### config.mk
export PLATFORM = sky130hd
export DESIGN_NAME = ldl_rr_arbiter
export DESIGN_NICKNAME = d
export VERILOG_FILES = /design/src/rtl/ldl_arb_pkg.sv /design/src/rtl/LDL_bin2hot.sv /design/src/rtl/ldl_rr_arbiter.sv
export SDC_FILE = /design/constraint.sdc
export NUM_CORES = 1
export LEC_CHECK = 0
export BUFFER_PORTS_ARGS = -buffer_cell sky130_fd_sc_hd__buf_2
export CORE_AREA = 2 2 39 41
export CTS_BUF_LIST = sky130_fd_sc_hd__clkbuf_16
export CTS_CLUSTER_SIZE = 16
export DETAILED_ROUTE_END_ITERATION = 16
export DIE_AREA = 0 0 41 43
export GPL_TIMING_DRIVEN = 0
export PLACE_DENSITY = 0.77
export SYNTH_ARGS = -nofsm -noshare
export SYNTH_HDL_FRONTEND = slang
export SYNTH_SLANG_ARGS = --single-unit
export TNS_END_PERCENT = 10
### constraint.sdc
create_clock -name clk -period 2.4 [get_ports clk]
set_clock_uncertainty 0.05 [all_clocks]
set_input_delay 0.72 -clock clk [delete_from_list [all_inputs] [get_ports clk]]
set_output_delay 0.72 -clock clk [all_outputs]
set_load 0.02 [all_outputs]
### src/rtl/ldl_arb_pkg.sv
// Shared types and the rotating-priority search used by the round-robin arbiter.
package ldl_arb_pkg;

    // Upper bound on requester index width that rr_pick can scan.
    localparam int ARB_IDX_MAX = 8;
    localparam int ARB_N_MAX   = 1 << ARB_IDX_MAX;

    typedef enum logic {
        IDLE  = 1'b0,
        GRANT = 1'b1
    } arb_state_t;

    typedef struct packed {
        logic                   found;
        logic [ARB_IDX_MAX-1:0] idx;
    } rr_pick_t;

    // Return the first requester at or after ptr (wrapping modulo n) whose
    // req bit is set and whose mask bit allows it. n must be a power of two.
    function automatic rr_pick_t rr_pick(
        input logic [ARB_N_MAX-1:0]   req,
        input logic [ARB_IDX_MAX-1:0] ptr,
        input logic [ARB_N_MAX-1:0]   mask,
        input int unsigned            n
    );
        rr_pick_t               res;
        logic [ARB_N_MAX-1:0]   cand;
        logic [ARB_IDX_MAX-1:0] pos;
        res  = '0;
        cand = req & mask;
        for (int unsigned i = 0; i < ARB_N_MAX; i++) begin
            pos = ARB_IDX_MAX'((32'(ptr) + i) & (n - 1));
            if (i < n && !res.found && cand[pos]) begin
                res.found = 1'b1;
                res.idx   = pos;
            end
        end
        return res;
    endfunction

endpackage

### src/rtl/LDL_bin2hot.sv
// Binary-to-one-hot decoder with an enable that forces the output to zero.
module LDL_bin2hot #(
    parameter int BIN_WIDTH = 2
) (
    input  logic                      en,
    input  logic [BIN_WIDTH-1:0]      x,
    output logic [(1<<BIN_WIDTH)-1:0] y
);

    // Decode x to a single set bit, or all zeros when disabled.
    always_comb begin
        // NOTE: every combinational output gets a default before any branch,
        // otherwise the untaken path holds the old value and infers a latch.
        y = '0;
        if (en) begin
            y[x] = 1'b1;
        end
    end

endmodule

### src/rtl/ldl_rr_arbiter.sv
// Round-robin arbiter: registered binary owner index, one-hot grant decoded
// from it, hold-until-release ownership with optional tenure limit.
module ldl_rr_arbiter
    import ldl_arb_pkg::*;
#(
    parameter int IDX_WIDTH = 2,   // at most ARB_IDX_MAX
    parameter int HOLD_MAX  = 0    // 0 = owner keeps grant until release
) (
    input  logic                      clk,
    input  logic                      rst,
    input  logic                      en,
    input  logic [(1<<IDX_WIDTH)-1:0] req,
    output logic [(1<<IDX_WIDTH)-1:0] gnt,
    output logic [IDX_WIDTH-1:0]      gnt_idx,
    output logic                      gnt_vld
);

    localparam int unsigned N_REQ = 1 << IDX_WIDTH;
    localparam int          HCW   = (HOLD_MAX > 0) ? $clog2(HOLD_MAX + 1) : 1;
    // Last tenure cycle before a pending competitor takes over.
    localparam logic [HCW-1:0] HOLD_LAST = HCW'(HOLD_MAX - 1);
    localparam logic [HCW-1:0] HOLD_SAT  = HCW'(HOLD_MAX);

    arb_state_t           r_state;
    logic [IDX_WIDTH-1:0] r_gnt_idx;
    logic                 r_gnt_vld;
    logic [IDX_WIDTH-1:0] r_ptr;
    logic [HCW-1:0]       r_hold_cnt;

    logic [N_REQ-1:0]     w_allow;
    logic                 w_owner_req;
    rr_pick_t             w_pick;
    logic                 w_found;
    logic [IDX_WIDTH-1:0] w_win_idx;
    logic                 w_preempt;
    logic                 w_new_grant;
    logic                 w_unused_pick;

    // One-hot grant is a pure decode of the registered owner index.
    LDL_bin2hot #(
        .BIN_WIDTH (IDX_WIDTH)
    ) u_bin2hot (
        .en (r_gnt_vld),
        .x  (r_gnt_idx),
        .y  (gnt)
    );

    assign gnt_idx = r_gnt_idx;
    assign gnt_vld = r_gnt_vld;

    // Candidate search: the current owner (if any) is never its own successor.
    always_comb begin
        w_allow     = ~gnt;
        w_owner_req = |(req & gnt);
        w_pick      = rr_pick(ARB_N_MAX'(req), ARB_IDX_MAX'(r_ptr),
                              ARB_N_MAX'(w_allow), N_REQ);
        w_found     = w_pick.found;
        w_win_idx   = w_pick.idx[IDX_WIDTH-1:0];
    end

    // Upper index bits are always zero for this width.
    assign w_unused_pick = ^w_pick.idx;

    // Arbitration points: idle request, owner release, or tenure expiry.
    always_comb begin
        w_preempt   = (HOLD_MAX != 0) && (r_state == GRANT) && w_owner_req &&
                      (r_hold_cnt == HOLD_LAST) && en && w_found;
        w_new_grant = en && w_found &&
                      ((r_state == IDLE) || !w_owner_req || w_preempt);
    end

    // Arbitration FSM: owner index, rotation pointer and tenure counter.
    // NOTE: the reset branch is asynchronous, so grants drop the instant rst
    // rises rather than at the next clock edge.
    always_ff @(posedge clk or posedge rst) begin
        if (rst) begin
            r_state    <= IDLE;
            r_gnt_idx  <= '0;
            r_gnt_vld  <= 1'b0;
            r_ptr      <= '0;
            r_hold_cnt <= '0;
        end else if (w_new_grant) begin
            // NOTE: non-blocking assignments so every register here updates
            // from the same pre-edge values regardless of statement order.
            r_state    <= GRANT;
            r_gnt_idx  <= w_win_idx;
            r_gnt_vld  <= 1'b1;
            r_ptr      <= w_win_idx + 1'b1;
            r_hold_cnt <= '0;
        end else begin
            case (r_state)
                IDLE: begin
                    r_hold_cnt <= '0;
                end
                GRANT: begin
                    if (!w_owner_req) begin
                        r_state    <= IDLE;
                        r_gnt_idx  <= '0;
                        r_gnt_vld  <= 1'b0;
                        r_hold_cnt <= '0;
                    end else if (r_hold_cnt != HOLD_SAT) begin
                        r_hold_cnt <= r_hold_cnt + 1'b1;
                    end
                end
                default: begin
                    r_state   <= IDLE;
                    r_gnt_idx <= '0;
                    r_gnt_vld <= 1'b0;
                end
            endcase
        end
    end

endmodule
; After elaboration in Yosys (flattened, before gate mapping)
; Index checks and enable logic that the tools add are counted.
[word_totals]
inputBits = 7
romBits = 0
reg_bits = 6
latch_bits = 0
ramBits = 0
mem_count = 0
[classes]
addsub = 4
n_reduce_logical = 14
shifts = 0
n_mux = 24
n_div = 0
n_eq_ne = 1
bitwise_logic = 4
order_cmp = 6
multipliers = 0
[ops]
columns = cell, count
row1 = $lt A2 B9 Y1 const B, 4
row2 = $mux W9, 4
row3 = $mux W1, 11
row4 = $and A4 B4 Y4, 2
row5 = $bmux W1 S2, 4
row6 = $logic_and A1 B1 Y1, 6
row7 = $mux W2, 3
row8 = $add A2 B1 Y2 const B, 2
row9 = $add A2 B2 Y2 const B, 2
row10 = $logic_not A1 Y1, 4
row11 = $mux W4, 1
row12 = $not A4 Y4, 1
row13 = $reduce_or A4 Y1, 1
row14 = $lt A2 B3 Y1 const B, 1
row15 = $demux W1 S2, 1
row16 = $ge A2 B1 Y1 const B, 1
row17 = $ne A2 B1 Y1 const B, 1
row18 = $reduce_and A2 Y1, 1
row19 = $reduce_bool A2 Y1, 1
row20 = $logic_or A1 B1 Y1, 1
row21 = $not A1 Y1, 1

; Depth between registers and ports, before layout
; Gate-level depths: netlist of run 1.
[logic_depth]
depth_word = 23
mapped_depth = 7
ltp_nobuf = 6

; By module
; A second synthesis of run 1 with hierarchy kept.
[unflattened]
cells_unflattened = 56
area_unflattened_um2 = 499.2
[by_module_without_submodules]
columns = module, cells_per_inst, n_inst, area_per_inst_um2
row1 = ldl_rr_arbiter, 52, 1, 461.7
row2 = LDL_bin2hot, 4, 1, 37.5

; Worst setup path after synthesis of run 1
; OpenSTA, ideal clock, no wires.
[synth_timing]
path_type = in2reg
startpoint = input port req[1]
endpoint = register r_ptr[0]
cell_stages = 5
t_required_ns = 2.225
setup_ns = 0.125
n_path_buf = 1
path_slack_ns = 0.247
arrival_time_ns = 1.978
cell_sequence = clkbuf_1 mux4_2 nand3_1 nor2b_2 mux2_4
[synth_via]
elab_chain_cells = 15
[synth_rtl]
columns = item, line
row1 = from (decl), ldl_rr_arbiter.sv:12  ; input logic [(1<<IDX_WIDTH)-1:0] req,
row2 = "parallel branches: the longest is 15 deep, another holds $mux W9", n/a
row3 = to (signal assigned), ldl_rr_arbiter.sv:88  ; r_ptr <= w_win_idx + 1'b1;
row4 = to (decl), ldl_rr_arbiter.sv:27  ; logic [IDX_WIDTH-1:0] r_ptr;
; Several ways; the timed one is not identified. The select of a mux whose other input is x is not followed.
; A chain may end at the register's enable or synchronous reset.

; Final worst setup path of run 1
[layout_timing]
startpoint = input port req[1]
endpoint = register r_gnt_idx[0], in the netlist gnt_idx[0]
[layout_via]
elab_chain_cells = 17
[layout_rtl]
columns = item, line
row1 = $and A4 B4 Y4, ldl_arb_pkg.sv:30  ; cand = req & mask;
row2 = $bmux W1 S2, ldl_arb_pkg.sv:33  ; if (i < n && !res.found && cand[pos]) begin
row3 = $mux W1 (implied by the code), ldl_arb_pkg.sv:33
row4 = $mux W9, ldl_arb_pkg.sv:33
row5 = $logic_not A1 Y1, ldl_arb_pkg.sv:33
row6 = $logic_and A1 B1 Y1, ldl_arb_pkg.sv:33
row7 = $mux W9, ldl_arb_pkg.sv:33
row8 = $logic_not A1 Y1, ldl_arb_pkg.sv:33
row9 = $logic_and A1 B1 Y1, ldl_arb_pkg.sv:33
row10 = $mux W9, ldl_arb_pkg.sv:33
row11 = $logic_not A1 Y1, ldl_arb_pkg.sv:33
row12 = $logic_and A1 B1 Y1, ldl_arb_pkg.sv:33
row13 = $mux W9, ldl_arb_pkg.sv:33
row14 = $logic_and A1 B1 Y1 (2 in series), ldl_rr_arbiter.sv:68  ; w_new_grant = en && w_found &&
row15 = $ne A2 B1 Y1 (no line) / $reduce_bool A2 Y1 (equally long branches), n/a
row16 = $reduce_and A2 Y1 (no line), n/a
row17 = to (signal assigned), ldl_rr_arbiter.sv:86  ; r_gnt_idx <= w_win_idx;
row18 = to (decl), ldl_rr_arbiter.sv:25  ; logic [IDX_WIDTH-1:0] r_gnt_idx;
; Parallel ways exist; a longest one is shown, timed or not. The select of a mux whose other input is x is not followed.

==> flow_summary.toml, run 1 <==
[synth]
muxShareOfSynthArea_pct = 11.5
synth_top_family_by_area = "compound AO/OA/AOI/OAI gates"
synth_edf_count = 0
synth_nets = 71
synth_fa_ha_area_share_pct = 0
synth-seq-cells = 6
synth_top_cell_by_area = "dfrtp_1"
synthXorXnorAreaFrac_pct = 5.74
yosys.area_share.simple_pct = 18.1
netlist_instances = 64
ys_async_sr_fraction_pct = 100
ys_types = 35
yosys_warnings = 0
syn_area_sq_um = 588
synth_compound_area_share_pct = 31.5
synth_area_leaders = "dfrtp_1 (26%), mux2i_1 (5.1%), o41ai_4 (4.7%)"
ys.flop_type = "dfrtp_1"
syn_area_per_cell_sq_um = 9.19
synth_top_area_share_pct = 25.5
yosysSeqAreaShare_pct = 25.5

[power]
leakagePower_nw = 0.364
p_per_area_nw_per_um2 = 1660
ir_worst_vdd_uv = 749

[grt]
grt-ovfl-total = 0
antenna_found_initial = 0
grt_pass1_wl_mm = 2.06
grt_use_total_pct = 18.5
grt_pass1_vias = 452
grt_max_degree = 11

[cells_and_area]
area_growth_pct = 26.4
fill_cells = 134
mostFrequentLayoutCell = "buf_2"
fin_nets = 88
final_cell_area_sq_um = 743
multi_input_area_sq_um = 393
n_antenna_cell = 0
drive_gt1_share_pct = 36.7
layout_common_cells = "buf_2 (12), inv_1 (6), nand2_1 (6), dfrtp_1 (6)"
final_util_pct = 53.7
seq_area_sq_um = 150

[timing]
setup-violations-final = 0
rsz0062_at_grt = "false"
final.min_clock_period_ns = 2.10
final.period_utilization_pct = 87.5
max_freq_ghz = 0.476
worstMarginPinSlew_ns = 0.360
holdWs_ns = 0.340
slew_headroom_pct = 76.0
finalHoldViolCount = 0
report.final.slew_viol_count = 0
tns_ns = 0

[critical_path]
path_max_fanout = 8
critPathRequiredTime_ns = 2.46
path_class = "in2reg"
arrival_ns = 2.16
startpoint_type = "input port"
critPathCaptureType = "register"
reg2reg_setup_slack_ns = 0.39

[floorplan]
start_util_pct = 42.5
die_y_um = 43
die_w_um = 41
rows = 14
core_area_sq_um = 1380
dieArea_sq_um = 1760
io_pins = 14

[clocking]
cts_tree = "built"
cts_buffer_depth = 2
clock_sinks = 6
holdBufCountCts = 0
cts_buffers = 3
htree_levels = 1
clk_latency_ns = 0.23
clockRootBuffer = "clkbuf_16"
cts.clk_slew.worst_paths_ns = 0.03
cts_setup_buffers = 0
cts_resized = 0

[placement]
dpl_cell_area_sq_um = 668
hpwl_um = 976
gp_congestion = 0.813
io_buffers = 12

[drt]
drt-pass1-iter-count = 4
wl_mm = 1.30
post_drt_via_cell_ratio = 5.53
drc = 0
ant_nets = 0
routedWlPerCell_um = 13.7
drt-initial-drc-count = 10
vias = 525

[run]
cap_violations = 0

[hold_path]
hold_class = "in2async"

[outcome]
status = "completed"
state kept, by name, summed over array words and instances, names as in the netlist:
name / count
r_ptr: 2
gnt_vld: 1
r_state: 1
gnt_idx: 2
cell usage after synthesis (2+ instances only):
cell type / number
a22o_1: 2
a22o_2: 2
o31ai_1: 2
a21oi_2: 2
nand2b_1: 2
nor2_1: 2
dfrtp_1: 6
mux2i_1: 3
o21ai_0: 3
a21oi_1: 3
inv_1: 6
nand2_1: 6
a22oi_1: 3
power by group:
group	leakage (nW)	switching, W	internal, W
Clock	0.0370	0.0000588	0.000214
Combinational	0.256	0.000425	0.000328
Sequential	0.0710	0.0000552	0.000152
per-stage QoR:
stage               worst slack (ns)  std cells  total power, W
finish                         0.300         95         0.00123
global route                   0.206         95         0.00132
CTS                            0.319         95         0.00124
detailed placement            0.0773         92        0.000959
global placement               0.120         92        0.000941
floorplan                      0.247         64        0.000805
worst max-delay path, stage by stage:
cell,delay [ns]
clkbuf_1,0.27
nand2_1,0.13
a22oi_1,0.33
nor3_1,0.10
a211oi_2,0.32
inv_1,0.07
a22o_1,0.23
per-layer routing:
layer	track usage (%)	wire length, um
met5	0	0
met4	14.0	40
met3	4.71	51
met2	23.1	595
met1	26.0	609
cell families (layout without fill, tap and decap cells):
family	after synthesis	in the layout
muxes	5	5
buffers and inverters	9	24
and+or+nand+nor	19	19
AOI/OAI and AO/OA	22	22
DFF	6	6
xor gates and xnor gates	3	3
layout make-up:
class / count / area share, %
Timing Repair Buffer: 12 / 8.08
Inverter: 6 / 3.03
Tap cell: 16 / 2.69
Clock buffer: 3 / 10.1
Sequential cell: 6 / 20.2
Multi-Input combinational cell: 49 / 52.9
Buffer: 3 / 3.03
path summary, 6_finish.rpt:
path / from / endpoint / depth (start not counted)
worst max-delay path: req[1] / gnt_idx[0] / 7
min in group clk: r_state / r_state / 2
worst max register to register: gnt_idx[0] / r_ptr[0] / 5
worst min-delay path: rst / r_ptr[1] / 2
worst min register to register: r_state / r_state / 2
max in group asynchronous: rst / gnt_idx[0] / 2
No activity file was read; power rests on OpenSTA's default activity.
==> inputs of run 2 (changes only) <==
--- a/config.mk
+++ b/config.mk
@@ -7,7 +7,6 @@
 export LEC_CHECK = 0
 export BUFFER_PORTS_ARGS = -buffer_cell sky130_fd_sc_hd__buf_2
 export CORE_AREA = 2 2 39 41
-export CTS_BUF_LIST = sky130_fd_sc_hd__clkbuf_16
 export CTS_CLUSTER_SIZE = 16
 export DETAILED_ROUTE_END_ITERATION = 16
 export DIE_AREA = 0 0 41 43
==> run 2 against run 1 <==
Compared with the run above: register-to-register slack barely moved; combinational power barely moved; die area did not move; critical path depth did not move; non-clock buffer count did not move; wire length fell by 3.9%; hold slack got worse by 0.015 ns; sequential share of layout area rose by 1.5 points; sequential cell count did not move; power fell by 15%.
==> flow_summary.toml, run 2 (synthesis results as in run 1) <==
[clocking]
cts_resized = 0
cts.clk_slew.worst_paths_ns = 0.05
clockRootBuffer = "clkbuf_4"
clock_sinks = 6
cts_buffer_depth = 2
cts_tree = "built"
cts_buffers = 3
cts_setup_buffers = 0
htree_levels = 1
holdBufCountCts = 0
clk_latency_ns = 0.24

[drt]
wl_mm = 1.25
routedWlPerCell_um = 13.1
drt-pass1-iter-count = 4
drc = 0
vias = 519
ant_nets = 0
drt-initial-drc-count = 10
post_drt_via_cell_ratio = 5.46

[critical_path]
critPathRequiredTime_ns = 2.48
path_max_fanout = 8
startpoint_type = "input port"
slowest_stage = "a22oi_1"
arrival_ns = 2.16
rr_startpoint = "r_ptr[0]"
reg2reg_setup_slack_ns = 0.39
cp-endpoint = "gnt_idx[0]"
cp-startpoint = "req[1]"
path_class = "in2reg"
path_cells = "clkbuf_1 > nand2_1 > a22oi_1 > nor3_1 > a211oi_2 > inv_1 > a22o_1"
critPathCaptureType = "register"
max_stage_delay_ns = 0.32
reg2reg_depth = 5
rr_endpoint = "r_ptr[0]"

[cells_and_area]
drive_gt1_share_pct = 36.7
area_growth_pct = 17.4
mostFrequentLayoutCell = "buf_2"
n_antenna_cell = 0
fill_cells = 140
fin_nets = 88
layout_common_cells = "buf_2 (12), inv_1 (6), nand2_1 (6), dfrtp_1 (6)"

[placement]
hpwl_um = 976
gp_congestion = 0.813
io_buffers = 12

[timing]
slew_headroom_pct = 76.2
max_freq_ghz = 0.480
setup-violations-final = 0
rsz0062_at_grt = "false"
worstMarginPinSlew_ns = 0.354
report.final.slew_viol_count = 0
final.period_utilization_pct = 86.8
final.min_clock_period_ns = 2.08
tns_ns = 0
holdWs_ns = 0.325
finalHoldViolCount = 0

[outcome]
status = "completed"

[floorplan]
io_pins = 14
start_util_pct = 42.5
rows = 14
core_area_sq_um = 1380
dieArea_sq_um = 1760
die_y_um = 43
die_w_um = 41

[grt]
antenna_found_initial = 0
grt_max_degree = 11
grt_pass1_vias = 446
grt_use_total_pct = 16.5
grt-busiest-layer = "met1"
grt.met1_usage_pct = 25.3
grt_util_met2_pct = 22.5
grt-ovfl-total = 0
grtUsageMet3_pct = 4.71
grt_pass1_wl_mm = 1.97

[power]
ir_worst_vdd_uv = 635
leakagePower_nw = 0.341
p_per_area_nw_per_um2 = 1520

[hold_path]
hold_class = "in2async"

[run]
cap_violations = 0
## run 2: how the worst min path moves through the flow
stage             from          to  slack (ns)  depth (start not counted)
2_1_floorplan      rst  gnt_idx[0]        0.46                          1
3_3_place_gp   r_state     r_state        0.49                          2
3_5_place_dp   r_state     r_state        0.50                          2
4_1_cts            rst    r_ptr[1]        0.33                          2
5_1_grt            rst    r_ptr[1]        0.34                          2
6_report           rst    r_ptr[1]        0.32                          2
## run 2: routing by layer
metal / wire (um) / vias up / part of all wire [%]
met2: 574 / 16 / 46
met1: 610 / 239 / 49
li1: - / 264 / -
met3: 62 / 0 / 5.0
met4: 0 / 0 / 0
met5: 0 / - / 0
## run 2: layout make-up
| type | count | area, sq um | area share [%] |
|---|---|---|---|
| plain buffers | 3 | 22.5 | 3.26 |
| clock buffers | 3 | 22.5 | 3.26 |
| inverters | 6 | 22.5 | 3.26 |
| multi-input cells | 49 | 393 | 56.9 |
| flip-flops and latches | 6 | 150 | 21.7 |
| well taps | 16 | 20.0 | 2.90 |
| repair buffers | 12 | 60.1 | 8.70 |
## run 2: stage by stage
step	cell area (sq um)	worst slack, ns	cells	power, W	utilization [%]
CTS	691	0.335	95	0.00106	49.9
detailed placement	668	0.0773	92	0.000959	48.3
global placement	668	0.120	92	0.000941	48.3
finish	691	0.316	95	0.00105	49.9
global route	691	0.222	95	0.00114	49.9
floorplan	588	0.247	64	0.000805	-
## run 2: report_power, final
part	leakage [nW]	switching, W	total (W)	internal (W)
Combinational	0.256	0.000425	0.000753	0.000328
Sequential	0.0710	0.0000551	0.000207	0.000151
Clock	0.0138	0.0000355	0.0000920	0.0000565
Total	0.341	0.000516	0.00105	0.000536
## run 2: critical path: cells and delay by family
kind | cells | cell delay, ns
AO/OA/AOI/OAI | 3 | 0.87
buffers and inverters | 2 | 0.34
AND/OR/NAND/NOR | 2 | 0.23
==> inputs of run 3 (changes only) <==
--- a/config.mk
+++ b/config.mk
@@ -10,7 +10,6 @@
 export CTS_CLUSTER_SIZE = 16
 export DETAILED_ROUTE_END_ITERATION = 16
 export DIE_AREA = 0 0 41 43
-export GPL_TIMING_DRIVEN = 0
 export PLACE_DENSITY = 0.77
 export SYNTH_ARGS = -nofsm -noshare
 export SYNTH_HDL_FRONTEND = slang
==> run 3 against run 2 <==
Compared with the run above: sequential share of layout area rose by 0.079 points; critical path type is now reg2reg; largest cell class unchanged; utilization fell by 0.18 points; register-to-register slack got worse by 0.15 ns; power barely moved; non-clock buffer count did not move; sequential cell count did not move; highest routed layer is now met4.
==> flow_summary.toml, run 3 (synthesis results as in run 1) <==
[outcome]
status = "completed"

[floorplan]
core_area_sq_um = 1380
dieArea_sq_um = 1760
die_y_um = 43
die_w_um = 41
io_pins = 14
start_util_pct = 42.5
rows = 14

[critical_path]
cp-endpoint = "r_ptr[0]"
max_stage_delay_ns = 0.51
path_cells = "xnor2_1 > a22oi_1 > o41ai_4 > nor2b_2 > mux2_4"
path_max_fanout = 8
critPathTopFamily = "compound AO/OA/AOI/OAI gates"
reg2reg_depth = 5
critPathCaptureType = "register"
path_class = "reg2reg"
rr_startpoint = "r_ptr[0]"
startpoint_type = "register"
slowest_stage = "dfrtp_1"
rr_endpoint = "r_ptr[0]"
cp-startpoint = "r_ptr[0]"
reg2reg_setup_slack_ns = 0.24
path_depth = 5
path_buf_inv = 0
critPathRequiredTime_ns = 2.48
arrival_ns = 2.24

[placement]
gp_congestion = 0.891
hpwl_mm = 1.04
io_buffers = 13
place_ws_ns = 0.165

[drt]
drc = 0
post_drt_via_cell_ratio = 5.75
wl_mm = 1.34
drt-initial-drc-count = 16
routedWlPerCell_um = 14.1
vias = 546
drt-pass1-iter-count = 4
ant_nets = 0

[cells_and_area]
n_antenna_cell = 0
drive_gt1_share_pct = 38.0
area_growth_pct = 17.0
fin_nets = 88
mostFrequentLayoutCell = "buf_2"
layout_common_cells = "buf_2 (13), inv_1 (6), nand2_1 (6), dfrtp_1 (6)"
fill_cells = 135

[timing]
report.final.slew_viol_count = 0
tns_ns = 0
final.period_utilization_pct = 90.1
max_freq_ghz = 0.463
final.min_clock_period_ns = 2.16
setup-violations-final = 0
rsz0062_at_grt = "false"
worstMarginPinSlew_ns = 0.381
layout_setup_ws_ns = 0.238
slew_headroom_pct = 74.6
finalHoldViolCount = 0

[grt]
grt_pass1_wl_mm = 2.08
antenna_found_initial = 0
grt_max_degree = 9
grt_pass1_vias = 459
grt_use_total_pct = 18.1
grt-ovfl-total = 0

[power]
p_per_area_nw_per_um2 = 1530
ir_worst_vdd_uv = 672
leakagePower_nw = 0.342

[clocking]
cts_buffers = 3
cts_tree = "built"
cts_buffer_depth = 2
htree_levels = 1
cts.clk_slew.worst_paths_ns = 0.05
clockRootBuffer = "clkbuf_4"
cts_setup_buffers = 0
clk_latency_ns = 0.25
clock_sinks = 6
cts_resized = 0
holdBufCountCts = 0

[run]
cap_violations = 0

[hold_path]
hold_class = "in2async"
==> run 3: worst min path at each step <==
stage          slack (ns)          to     from
2_1_floorplan        0.46  gnt_idx[0]      rst
3_3_place_gp         0.49     r_state  r_state
3_5_place_dp         0.52     r_state  r_state
4_1_cts              0.32     gnt_vld      rst
5_1_grt              0.34     gnt_vld      rst
6_report             0.32     r_state      rst
==> run 3: per-layer routing <==
layer | global-route usage (%) | up-vias | part of all wire (%)
met5 | 0 | - | 0
met4 | 8.00 | 0 | 1.3
met3 | 6.28 | 2 | 5.7
met2 | 25.0 | 24 | 46
met1 | 24.7 | 255 | 47
li1 | - | 265 | -
==> run 3: cell type report <==
type	count	area [sq um]	area share [%]
Timing Repair Buffer	15	80.1	11.6
Tap cell	16	20.0	2.91
Sequential cell	6	150	21.8
Multi-Input combinational cell	49	393	57.1
Clock buffer	3	22.5	3.27
Inverter	6	22.5	3.27
==> run 3: power breakdown <==
group	internal (W)	total [W]	switching, W	leakage [nW]
registers	0.000151	0.000236	0.0000857	0.0710
logic	0.000322	0.000720	0.000398	0.257
clock network	0.0000567	0.0000955	0.0000387	0.0138
total	0.000530	0.00105	0.000523	0.342
==> run 3: metrics by stage <==
step                      util, %  power [W]  std cells  instance area [sq um]  hold WS [ns]
final                        49.7    0.00105         95                    688         0.325
after global routing         49.7    0.00114         95                    688         0.336
after CTS                    49.7    0.00106         95                    688         0.317
after detailed placement     48.1   0.000955         92                    666         0.517
after global placement       48.1   0.000939         92                    666         0.492
after floorplan                 -   0.000805         64                    588         0.459
